==> src/rtl/segre_mem_stage.sv <==
// MEM stage: registers EX results, runs load/store on the data-memory port and feeds MEM/WB.
// Optional SEGRE_MEM_MISALIGN_EN: misaligned HALF/WORD retire without a request and flag misalign_o.
//
// state | meaning
// IDLE  | no access in flight; issues request when a memory op is held in the input register
// WAIT  | load granted, waiting for rvalid
module segre_mem_stage #(
  parameter int WORD_SIZE = 32,
  parameter int ADDR_SIZE = 32,
  parameter int REG_SIZE  = 5
) (
  input  logic                 clk_i,
  input  logic                 rst_i,
  input  logic                 valid_mem_i,
  input  logic [WORD_SIZE-1:0] alu_res_i,
  input  logic                 rf_we_i,
  input  logic [REG_SIZE-1:0]  rf_waddr_i,
  input  logic [WORD_SIZE-1:0] rf_st_data_i,
  input  logic [1:0]           memop_type_i,
  input  logic                 memop_rd_i,
  input  logic                 memop_wr_i,
  input  logic                 memop_sign_ext_i,
  input  logic [ADDR_SIZE-1:0] seq_new_pc_i,
  input  logic                 is_jaljalr_i,
  output logic                 dmem_req_o,
  output logic                 dmem_we_o,
  output logic [ADDR_SIZE-1:0] dmem_addr_o,
  output logic [3:0]           dmem_be_o,
  output logic [WORD_SIZE-1:0] dmem_wdata_o,
  input  logic                 dmem_gnt_i,
  input  logic                 dmem_rvalid_i,
  input  logic [WORD_SIZE-1:0] dmem_rdata_i,
  output logic                 stall_o,
`ifdef SEGRE_MEM_MISALIGN_EN
  output logic                 misalign_o,
`endif
  output logic                 wb_valid_o,
  output logic                 wb_rf_we_o,
  output logic [REG_SIZE-1:0]  wb_rf_waddr_o,
  output logic [WORD_SIZE-1:0] wb_rf_wdata_o
);

  typedef enum logic [1:0] {BYTE = 2'b00, HALF = 2'b01, WORD = 2'b10} memop_data_type_e;
  typedef enum logic {IDLE, WAIT} state_e;

  state_e state_q, state_d;

  logic                 valid_q, rf_we_q, rd_q, wr_q, sign_ext_q, is_jaljalr_q;
  logic [WORD_SIZE-1:0] alu_res_q, st_data_q;
  logic [REG_SIZE-1:0]  rf_waddr_q;
  logic [1:0]           memop_type_q;
  logic [ADDR_SIZE-1:0] seq_new_pc_q;

  logic                 mem_op_q, access_c;
  logic                 req_c, retire_alu_c, retire_st_c, retire_ld_c;
  logic [1:0]           off;
  logic [3:0]           be_c;
  logic [WORD_SIZE-1:0] wdata_c, ld_data_c;

  always_ff @(posedge clk_i or posedge rst_i) begin
    if (rst_i) begin
      valid_q      <= 1'b0;
      alu_res_q    <= '0;
      rf_we_q      <= 1'b0;
      rf_waddr_q   <= '0;
      st_data_q    <= '0;
      memop_type_q <= '0;
      rd_q         <= 1'b0;
      wr_q         <= 1'b0;
      sign_ext_q   <= 1'b0;
      seq_new_pc_q <= '0;
      is_jaljalr_q <= 1'b0;
    end else if (!stall_o) begin
      valid_q      <= valid_mem_i;
      alu_res_q    <= alu_res_i;
      rf_we_q      <= rf_we_i;
      rf_waddr_q   <= rf_waddr_i;
      st_data_q    <= rf_st_data_i;
      memop_type_q <= memop_type_i;
      rd_q         <= memop_rd_i;
      wr_q         <= memop_wr_i;
      sign_ext_q   <= memop_sign_ext_i;
      seq_new_pc_q <= seq_new_pc_i;
      is_jaljalr_q <= is_jaljalr_i;
    end
  end

  assign mem_op_q = valid_q & (rd_q | wr_q);
  assign off      = alu_res_q[1:0];

`ifdef SEGRE_MEM_MISALIGN_EN
  logic misalign_c;
  assign misalign_c = mem_op_q & (((memop_type_q == HALF) & off[0]) |
                                  ((memop_type_q == WORD) & (off != 2'b00)));
  assign access_c   = mem_op_q & ~misalign_c;
`else
  assign access_c   = mem_op_q;
`endif

  always_ff @(posedge clk_i or posedge rst_i) begin
    if (rst_i) state_q <= IDLE;
    else       state_q <= state_d;
  end

  // A misaligned op (when trapped) takes the plain retire path without touching memory.
  always_comb begin
    state_d      = state_q;
    req_c        = 1'b0;
    retire_alu_c = 1'b0;
    retire_st_c  = 1'b0;
    retire_ld_c  = 1'b0;
    case (state_q)
      IDLE: begin
        if (access_c) begin
          req_c = 1'b1;
          if (dmem_gnt_i) begin
            if (wr_q) retire_st_c = 1'b1;
            else      state_d     = WAIT;
          end
        end else begin
          retire_alu_c = 1'b1;
        end
      end
      WAIT: begin
        if (dmem_rvalid_i) begin
          retire_ld_c = 1'b1;
          state_d     = IDLE;
        end
      end
    endcase
  end

  assign stall_o = access_c & ~retire_st_c & ~retire_ld_c;

  always_comb begin
    be_c    = 4'b1111;
    wdata_c = st_data_q;
    case (memop_type_q)
      BYTE: begin
        be_c    = 4'b0001 << off;
        wdata_c = {4{st_data_q[7:0]}};
      end
      HALF: begin
        be_c    = 4'b0011 << {off[1], 1'b0};
        wdata_c = {2{st_data_q[15:0]}};
      end
      default: ;
    endcase
  end

  // Address/strobe/data are zeroed whenever no request is presented.
  assign dmem_req_o   = req_c;
  assign dmem_we_o    = req_c & wr_q;
  assign dmem_addr_o  = req_c ? {alu_res_q[ADDR_SIZE-1:2], 2'b00} : '0;
  assign dmem_be_o    = req_c ? be_c : 4'b0000;
  assign dmem_wdata_o = req_c ? wdata_c : '0;

  always_comb begin
    logic [7:0]  byte_v;
    logic [15:0] half_v;
    byte_v    = dmem_rdata_i[{off, 3'b000} +: 8];
    half_v    = dmem_rdata_i[{off[1], 4'b0000} +: 16];
    ld_data_c = dmem_rdata_i;
    case (memop_type_q)
      BYTE: ld_data_c = {{(WORD_SIZE-8){sign_ext_q & byte_v[7]}}, byte_v};
      HALF: ld_data_c = {{(WORD_SIZE-16){sign_ext_q & half_v[15]}}, half_v};
      default: ;
    endcase
  end

  always_ff @(posedge clk_i or posedge rst_i) begin
    if (rst_i) begin
      wb_valid_o    <= 1'b0;
      wb_rf_we_o    <= 1'b0;
      wb_rf_waddr_o <= '0;
      wb_rf_wdata_o <= '0;
`ifdef SEGRE_MEM_MISALIGN_EN
      misalign_o    <= 1'b0;
`endif
    end else begin
      wb_valid_o <= 1'b0;
      wb_rf_we_o <= 1'b0;
`ifdef SEGRE_MEM_MISALIGN_EN
      misalign_o <= misalign_c & (state_q == IDLE);
`endif
      if (retire_alu_c) begin
        wb_valid_o <= valid_q;
`ifdef SEGRE_MEM_MISALIGN_EN
        wb_rf_we_o <= rf_we_q & valid_q & ~misalign_c;
`else
        wb_rf_we_o <= rf_we_q & valid_q;
`endif
        if (valid_q) begin
          wb_rf_waddr_o <= rf_waddr_q;
          wb_rf_wdata_o <= is_jaljalr_q ? seq_new_pc_q : alu_res_q;
        end
      end else if (retire_st_c) begin
        wb_valid_o    <= 1'b1;
        wb_rf_waddr_o <= rf_waddr_q;
      end else if (retire_ld_c) begin
        wb_valid_o    <= 1'b1;
        wb_rf_we_o    <= rf_we_q;
        wb_rf_waddr_o <= rf_waddr_q;
        wb_rf_wdata_o <= ld_data_c;
      end
    end
  end

endmodule

==> config.mk <==
export PLATFORM = sky130hd
export DESIGN_NAME = segre_mem_stage
export DESIGN_NICKNAME = d
export VERILOG_FILES = /design/src/rtl/segre_mem_stage.sv
export SDC_FILE = /design/constraint.sdc
export NUM_CORES = 1
export LEC_CHECK = 0
export ABC_CLOCK_PERIOD_IN_PS = 9260
export BUFFER_PORTS_ARGS = -buffer_cell sky130_fd_sc_hd__buf_4
export CORE_ASPECT_RATIO = 1.25
export CORE_UTILIZATION = 55
export CTS_CLUSTER_SIZE = 16
export DETAILED_ROUTE_END_ITERATION = 7
export PLACE_DENSITY = 0.86
export SLEW_MARGIN = 10
export SYNTH_ARGS = -nofsm -noshare
export SYNTH_HDL_FRONTEND = slang
export SYNTH_SLANG_ARGS = --single-unit
==> constraint.sdc <==
create_clock -name clk_i -period 9.26 [get_ports clk_i]
set_input_delay 0.926 -clock clk_i [delete_from_list [all_inputs] [get_ports clk_i]]
set_output_delay 0.926 -clock clk_i [all_outputs]
set_load 0.05 [all_outputs]
==> reports/results.txt, run 1 <==
Grt total ovfl - 0
Max Slew Vio Count - 0
Vias in the first global route - 6,228
Outcome - complete, no violations
Post-CTS Setup Inserts - 0
Setup ws final - 4910 ps
Final Hold Violating Endpoints - 0
Die Y - 136 microns
Rel. slew slack - 19.2%
F_max - 0.230 GHz
# H-tree levels - 4
Worst EP arrival - 3420 ps
DR iter-0 viols - 338
Avg Vias per Cell - 5.79
Post-synthesis cell count - 639
Synth unique cells - 35
Cell family with the largest share of critical-path delay - buffers and inverters
Top_reg_cell synth - dfrtp_1
Post-synth EDFFs - 0
Worst-Skew Late Latency - 420 ps
Hold depth - 1
Setup Viol. Count Final - 0
Global-route wire length before repair - 33,100 microns
Number of synthesized register bits - 149
Largest net degree at the start of global routing - 100
Worst setup startpoint - wr_q$_DFFE_PP0N_
RR Startpoint - state_q$_DFF_PP0_
Pre-CTS worst setup slack - 5040 ps
Initial antenna violation count - 0
Critical-path cell list - o21ai_2, inv_1, and2_1, buf_4
CTS Buffer Depth - 2
Layout cells sized above 1 - 48.3%
Crit-path slowest cell - o21ai_2
Remaining routing DRC violations - 0
Crit-path max FO - 41
CTS Sinks - 149
Max Cap Viol - 0
Hold Path Class - register to register
Tmin final - 4350 ps
Fin Hold WS - 511 ps
Crit-path max cell delay - 940 ps
Initial DRT Pass Iterations - 5
Synthesized area - 7850 sq um
Port Buffers - 252
Num CTS Buffers - 17
Fin crit share - 47.0%
Clock Skews - 7.61 ps
Vias - 6,093
WS Path Type - register to output port
Hold buffers post-CTS - 0
Die area - 14,800 sq um
Final HPWL from detailed placement - 15,200 microns
Area delta synth->final - 31.9%
Reg2reg path depth - 6
Setup crit end - dmem_addr_o[4]
I/O Pins - 255
Site row count - 48
Worst reg2reg setup slack - 5410 ps
Critical Path RT - 8330 ps
Wire length per cell - 20.7 microns
FFs w/ async S/R, synth - 100%
Core area - 13,900 sq um
CP Depth - 4
Post-synthesis sequential area ratio - 47.5%
Layout net count - 1,009
Crit. End Element - output port
Syn_area_per_cell - 12.3 sq um
Diode count - 0
Setup TNS - 0 ps
Worst-Margin Slew - 1210 ps
Crit start category - register
GRT Util Overall - 30.2%
Initial Util - 56.6%
Die W - 109 microns
PostCTS Resize Cnt - 0
Root buf cell - clkbuf_16
WP buf/inv - 2
GPL Wtd Cong - 0.782
Worst reg2reg path endpoint - alu_res_q[5]$_DFFE_PP0N_
TritonCTS clock tree - built
RSZ-0062 raised after global routing - no
Synth Warn # - 0
Antenna Nets Post-Route - 0
Clock slew at reported path FFs - 60 ps
Post-Route WL - 21,800 microns
-- worst reg2reg max path: stages, from the launching register on --
cell     delay (ps)
dfrtp_1         510
and2_2          760
nor2_1          200
o21ai_4         100
buf_4           740
buf_4           970
mux2_4          450
-- kinds of logic (layout without fill, tap and decap cells) --
kind of cell / count (synthesis) / in the layout / share of synthesized area, %
muxes: 170 / 170 / 28.3
and+or+nand+nor: 156 / 156 / 9.47
DFF: 149 / 149 / 47.5
AOI/OAI and AO/OA: 102 / 102 / 10.2
buffers and inverters: 61 / 298 / 4.46
other: 1 / 2 / 0.0478
-- cells in the final DEF (no fill, tap or decap), types with 2 or more instances in the layout --
master	n
buf_4	258
dfrtp_1	147
mux2_4	98
mux2i_1	56
nand2_1	51
and2_1	41
nor2_1	37
a21oi_1	33
a221oi_1	23
nor3_1	18
clkbuf_16	17
o31ai_1	15
mux2_2	15
a221oi_2	10
a22o_1	9
inv_1	7
o21ai_0	4
bufinv_16	4
nor2b_1	3
clkbuf_8	3
clkinv_2	3
clkinvlp_4	3
inv_6	2
conb_1	2
dfrtp_2	2
-- area by class of cell --
| cell class | instances | area, sq um |
|---|---|---|
| repair buffers | 258 | 1940 |
| well taps | 175 | 219 |
| flip-flops and latches | 149 | 3730 |
| fillers | 896 | 3520 |
| clock buffers | 20 | 467 |
| clock inverters | 12 | 175 |
| inverters | 8 | 35.0 |
| multi-input cells | 430 | 3790 |
-- per-layer routing --
layer  up-vias  part of all wire (%)  wire (microns)  GRT usage [%]
met5         -                     0               0              0
met4         0                   2.8             609           12.1
met3        41                   6.4            1390           7.98
met2       264                    51           11100           51.2
met1      3059                    40            8620           36.3
li1       2729                     -               -              -
-- flip-flops by register name, summed over array words and instances, names as in the netlist, 2 cells and up --
name / cells
alu_res_q: 32
memop_type_q: 2
rf_waddr_q: 5
seq_new_pc_q: 32
st_data_q: 32
wb_rf_waddr_o: 5
wb_rf_wdata_o: 32
-- synthesized netlist by cell type (3+ instances only) --
master | number | area share [%]
nor2_1 | 37 | 1.8
a221oi_2 | 10 | 1.9
buf_6 | 12 | 1.7
mux2_2 | 15 | 2.2
and2_1 | 42 | 3.3
mux2_4 | 98 | 19
a21oi_1 | 33 | 2.1
o31ai_1 | 15 | 1.4
dfrtp_1 | 149 | 48
nor3_1 | 18 | 1.1
buf_4 | 4 | 0.38
o21ai_0 | 4 | 0.26
nand2_1 | 51 | 2.4
nor2b_1 | 3 | 0.24
a22o_1 | 9 | 1.0
a221oi_1 | 23 | 2.6
mux2i_1 | 56 | 7.1
buf_2 | 13 | 0.83
clkbuf_1 | 22 | 1.1
inv_1 | 8 | 0.38
-- how the worst min path moves through the flow --
stage | start | end | slack, ps
floorplan | rf_we_q$_DFFE_PP0N_ | wb_rf_we_o$_DFF_PP0_ | 450
CTS | seq_new_pc_q[15]$_DFFE_PP0N_ | seq_new_pc_q[15]$_DFFE_PP0N_ | 510
global route | seq_new_pc_q[2]$_DFFE_PP0N_ | seq_new_pc_q[2]$_DFFE_PP0N_ | 530
detailed placement | rf_we_q$_DFFE_PP0N_ | wb_rf_we_o$_DFF_PP0_ | 480
global placement | rf_we_q$_DFFE_PP0N_ | wb_rf_we_o$_DFF_PP0_ | 480
finish | wb_rf_waddr_o[0]$_DFFE_PP0P_ | wb_rf_waddr_o[0]$_DFFE_PP0P_ | 510
-- metrics by stage --
| stage | area, sq um | instances | utilization [%] |
|---|---|---|---|
| after floorplan | 7850 | 640 | - |
| after global placement | 9710 | 1020 | 70.0 |
| after detailed placement | 9710 | 1020 | 70.0 |
| after CTS | 10400 | 1052 | 74.6 |
| after global routing | 10400 | 1052 | 74.6 |
| final | 10400 | 1052 | 74.6 |
Power of run 1 is not shown: default switching activity piles up to over one toggle a cycle in this logic, so the estimate is an artifact.
==> run 2, diff against run 1 <==
- ABC_CLOCK_PERIOD_IN_PS: 9260 -> 4200
- CORE_UTILIZATION: 55 -> 51
- PLACE_DENSITY: 0.86 -> 0.8
- clock period: 9.26 -> 4.2 ns (I/O delays scaled with it)
==> run 2 against run 1 <==
  * Sequential share of layout area about the same
  * Flip-flop and latch count unchanged
  * Count of clock-buffer cells in the layout down 1
  * Routed wire length down 2.9%
  * First-iteration DRC count down 2.7%
  * Utilization down 5.7 points
  * Worst setup slack worse by 4300 ps
  * Global-route usage down 3.1 points
  * Clock skew up 0.70 ps
  * Register-to-register slack worse by 4100 ps
==> reports/results.txt, run 2 (synthesized netlist as in run 1, its figures left out) <==
Remaining routing DRC violations - 0 (unchanged)
GPL Wtd Cong - 0.793 (+1.4%)
Clock Skews - 8.31 ps (+0.699 ps)
Diode count - 0 (unchanged)
Highest Signal Layer - met4
Worst reg2reg path endpoint - st_data_q[7]$_DFFE_PP0N_
Setup crit end - dmem_addr_o[22]
Post-CTS Setup Inserts - 0 (unchanged)
Tmin final - 3540 ps
Reg2reg path depth - 5 (-1)
Largest net degree at the start of global routing - 67 (-33%)
Final HPWL from detailed placement - 14,900 microns (-2.0%)
Outcome - complete, no violations
Routed met2 length - 10,800 microns (-2.8%)
Hold buffers post-CTS - 0 (unchanged)
Worst-Skew Late Latency - 420 ps (about the same)
Global-route wire length before repair - 32,900 microns (-0.58%)
Wire length per cell - 19.9 microns (-3.7%)
WS Path Type - register to output port
Port Buffers - 252 (unchanged)
Antenna Nets Post-Route - 0 (unchanged)
DRT met1 WL - 8360 microns (-3.1%)
Fin crit share - 84.4%
Crit-path max FO - 41 (unchanged)
Rel. slew slack - 19.0% (-0.19 points)
# H-tree levels - 4 (unchanged)
Max Slew Vio Count - 0 (unchanged)
Core area - 15,000 sq um (+8.2%)
RSZ-0062 raised after global routing - no
F_max - 0.282 GHz
Initial antenna violation count - 0 (unchanged)
Initial Util - 52.3% (-4.3 points)
Die W - 113 microns (+3.8%)
Final Hold Violating Endpoints - 0 (unchanged)
CTS Sinks - 149 (unchanged)
Worst setup startpoint - state_q$_DFF_PP0_
Worst reg2reg setup slack - 1290 ps (-4120 ps)
RR Startpoint - state_q$_DFF_PP0_
Met3 WL - 1570 microns (+13%)
Max Cap Viol - 0 (unchanged)
Avg Vias per Cell - 5.61 (-3.2%)
Initial DRT Pass Iterations - 4 (-1)
Commonest non-fill, non-tap cell in the layout - buf_4
Hold Path Class - input pin to asynchronous set/reset pin
Layout cells sized above 1 - 48.5% (+0.12 points)
DR iter-0 viols - 329 (-2.7%)
Site row count - 50 (+4.2%)
I/O Pins - 255 (unchanged)
Vias - 5,947 (-2.4%)
Commonest cells after routing, fill and taps aside - 259 x buf_4, 147 x dfrtp_1, 98 x mux2_4
Crit start category - register
Worst-Margin Slew - 1220 ps (+4.22 ps)
Area delta synth->final - 32.0% (about the same)
CTS Buffer Depth - 2 (unchanged)
Num CTS Buffers - 17 (unchanged)
Worst EP arrival - 3120 ps (-300 ps)
Clock slew at reported path FFs - 60 ps (about the same)
PostCTS Resize Cnt - 0 (unchanged)
GRT Util Overall - 27.1% (-3.1 points)
Post-Route WL - 21,100 microns (-2.9%)
Setup Viol. Count Final - 0 (unchanged)
Vias in the first global route - 6,112 (-1.9%)
Critical Path RT - 3780 ps (-4550 ps)
Die Y - 141 microns (+3.8%)
Grt total ovfl - 0 (unchanged)
Setup TNS - 0 ps (unchanged)
Layout net count - 1,011 (+0.20%)
Crit. End Element - output port
TritonCTS clock tree - built
Root buf cell - clkbuf_16
Die area - 15,900 sq um (+7.7%)
Fill cells - 1,153 (+29%)
## run 2: cell count changes in the layout (fill, tap and decap cells not counted)
cell        delta
buf_12         +1
buf_4          +1
inv_1          -1
clkbuf_8       -1
bufinv_16      -1
clkinv_1       +1
clkinvlp_4     +1
clkinv_2       +2
inv_6          -1
## run 2: worst min-delay path by stage
stage | startpoint | to | slack, ps | depth (start not counted)
after CTS | rst_i | alu_res_q[21]$_DFFE_PP0N_ | 60 | 2
after floorplan | rf_we_q$_DFFE_PP0N_ | wb_rf_we_o$_DFF_PP0_ | 450 | 1
after global routing | rst_i | alu_res_q[16]$_DFFE_PP0N_ | 90 | 2
after detailed placement | rf_we_q$_DFFE_PP0N_ | wb_rf_we_o$_DFF_PP0_ | 480 | 1
final | rst_i | alu_res_q[16]$_DFFE_PP0N_ | 60 | 2
after global placement | rf_we_q$_DFFE_PP0N_ | wb_rf_we_o$_DFF_PP0_ | 470 | 1
## run 2: cell type report
class	count	area (sq um)	share of cell area [%]
clock buffers	19	453	4.37
flip-flops and latches	149	3730	36.0
well taps	182	228	2.20
multi-input cells	430	3790	36.6
clock inverters	13	155	1.50
repair buffers	260	1960	19.0
inverters	8	33.8	0.326
## run 2: stage by stage
| step | instances | area, sq um | worst slack [ps] | hold slack (ps) | utilization, % |
|---|---|---|---|---|---|
| 3_3_place_gp | 1029 | 9750 | 1340 | 470 | 64.9 |
| 6_report | 1061 | 10400 | 657 | 61.0 | 69.0 |
| 4_1_cts | 1061 | 10400 | 816 | 62.5 | 69.0 |
| 5_1_grt | 1061 | 10400 | 344 | 90.1 | 69.0 |
| 3_5_place_dp | 1029 | 9750 | 1280 | 476 | 64.9 |
| 2_1_floorplan | 640 | 7860 | 1790 | 454 | - |
## run 2: critical path, cell delays in order, from the launching register on
cell and delay (ps):
dfrtp_1 500, nor2b_1 130, o21ai_2 70, buf_4 320, clkinv_1 950, and2_1 540
buf_4 200
## run 2: layer usage
| metal | vias up | global-route usage (%) |
|---|---|---|
| met2 | 222 | 47.7 |
| met4 | 0 | 7.06 |
| met3 | 28 | 7.87 |
| met5 | - | 0 |
| li1 | 2740 | - |
| met1 | 2957 | 32.4 |
Power of run 2 is left out for the same reason.
==> run 3, diff against run 2 <==
- ABC_CLOCK_PERIOD_IN_PS: 4200 -> 2900
- CORE_UTILIZATION: 51 -> 46
- PLACE_DENSITY: 0.8 -> 0.76
- clock period: 4.2 -> 2.9 ns (I/O delays scaled with it)
==> run 3 against run 2 <==
  * First-iteration DRC count down 7.9%
  * Register-to-register slack worse by 740 ps
  * Via count down 0.47%
  * Final cell count up 4.9%
  * Die area up 11%
  * Final area up 2.2%
  * Hold slack worse by 36 ps
  * Count of clock-buffer cells in the layout unchanged
  * Highest routed layer unchanged
==> reports/results.txt, run 3 (synthesized netlist as in run 1, its figures left out) <==
Remaining routing DRC violations - 0 (unchanged)
Critical Path RT - 2610 ps (-1170 ps)
Crit-path max FO - 13 (-68%)
Area occupied by multi-input gates - 3790 sq um (unchanged)
RR Startpoint - alu_res_q[1]$_DFFE_PP0N_
Fin crit share - 88.6%
Die W - 119 microns (+5.2%)
Setup TNS - 0 ps (unchanged)
Hold buffers post-CTS - 0 (unchanged)
DR iter-0 viols - 303 (-7.9%)
Seq. cell area - 3730 sq um (unchanged)
Rel. slew slack - 44.3% (+25 points)
Crit-path max cell delay - 650 ps (-300 ps)
Tmin final - 2570 ps
Worst setup startpoint - memop_type_q[0]$_DFFE_PP0N_
TritonCTS clock tree - built
Area delta synth->final - 34.8%
Setup Viol. Count Final - 0 (unchanged)
Num CTS Buffers - 17 (unchanged)
Site row count - 53 (+6.0%)
GRT Util Overall - 25.2% (-1.9 points)
Fin Hold WS - 25.0 ps (-36.0 ps)
GPL Wtd Cong - 0.824 (+3.9%)
Core area - 16,800 sq um (+12%)
Crit start category - register
Final HPWL from detailed placement - 15,800 microns (+6.5%)
CTS Sinks - 149 (unchanged)
Crit. End Element - output port
Final Core Density - 63.1% (-5.9 points)
Post-Route WL - 21,600 microns (+2.2%)
Crit-path slowest cell - nor2_1
Worst EP arrival - 2280 ps (-840 ps)
Layout net count - 1,025 (+1.4%)
Port Buffers - 252 (unchanged)
Largest net degree at the start of global routing - 66 (-1.5%)
Vias - 5,919 (-0.47%)
Clock slew at reported path FFs - 70 ps (about the same)
Initial Util - 46.8% (-5.5 points)
Final Hold Violating Endpoints - 0 (unchanged)
Commonest cells after routing, fill and taps aside - 266 x buf_4, 147 x dfrtp_1, 98 x mux2_4
Clock Skews - 10.2 ps (+1.90 ps)
# H-tree levels - 4 (unchanged)
Post-CTS Setup Inserts - 0 (unchanged)
RSZ-0062 raised after global routing - no
Outcome - complete, no violations
F_max - 0.389 GHz
Critical-path cell list - nor2_1, nand2_1, a21oi_1, buf_4
Global-route wire length before repair - 33,800 microns (+2.6%)
Initial DRT Pass Iterations - 4 (unchanged)
Root buf cell - clkbuf_16
Layout cells sized above 1 - 49.2% (+0.70 points)
WS Path Type - register to output port
Die area - 17,600 sq um (+11%)
Initial antenna violation count - 0 (unchanged)
Grt total ovfl - 0 (unchanged)
Antenna Nets Post-Route - 0 (unchanged)
Die Y - 148 microns (+5.2%)
Fill cells - 1,360 (+18%)
I/O Pins - 255 (unchanged)
Worst-Skew Late Latency - 420 ps (about the same)
Commonest non-fill, non-tap cell in the layout - buf_4
Vias in the first global route - 6,090 (-0.36%)
Design area - 10,600 sq um (+2.2%)
Diode count - 0 (unchanged)
PostCTS Resize Cnt - 0 (unchanged)
Hold Path Class - input pin to asynchronous set/reset pin
Max Slew Vio Count - 0 (unchanged)
Avg Vias per Cell - 5.32 (-5.1%)
Max Cap Viol - 0 (unchanged)
Post-DP Area - 9990 sq um (+2.5%)
Wire length per cell - 19.4 microns (-2.6%)
Worst-Margin Slew - 828 ps (-387 ps)
CTS Buffer Depth - 2 (unchanged)
-- run 3: cell count changes in the layout (fill, tap and decap cells not counted), sizes merged --
cell | before | now
buf | 260 | 274
bufinv | 3 | 2
clkinv | 7 | 5
inv | 7 | 10
-- run 3: worst paths after layout --
kind | to | slack, ps | depth (start not counted)
worst min-delay path | wb_rf_we_o$_DFF_PP0_ | 20 | 2
max in group asynchronous | wb_rf_wdata_o[17]$_DFFE_PP0P_ | 2210 | 3
worst max register to register | wb_rf_wdata_o[3]$_DFFE_PP0P_ | 550 | 4
worst min register to register | rf_waddr_q[4]$_DFFE_PP0N_ | 510 | 1
min in group clk_i | valid_q$_DFFE_PP0N_ | 70 | 2
worst max-delay path | dmem_wdata_o[10] | 330 | 4
-- run 3: final cells by class --
class	count	area share (%)
clock buffer	19	4.19
clock inverter	13	1.41
inverter	8	0.319
multi-input combinational	430	35.8
sequential	149	35.3
tap	220	2.60
timing repair buffer	274	20.4
-- run 3: per-layer routing --
metal  vias up  track usage [%]  wire length, microns
met4         0             6.90                   314
met3        25             6.44                  1310
met5         -                0                     0
met1      2913             31.9                  9100
met2       210             42.7                 10900
li1       2771                -                     -
-- run 3: per-stage QoR --
stage,setup slack [ps],cells
global route,179,1113
CTS,311,1113
floorplan,623,640
detailed placement,604,1081
global placement,738,1081
finish,330,1113
-- run 3: critical path: cells and delay by family (launching register included) --
kind	cells	cell delay (ps)
simple gates	2	780
flops	1	590
buf+inv	1	240
compound gates	1	240
Power of run 3 is left out for the same reason.
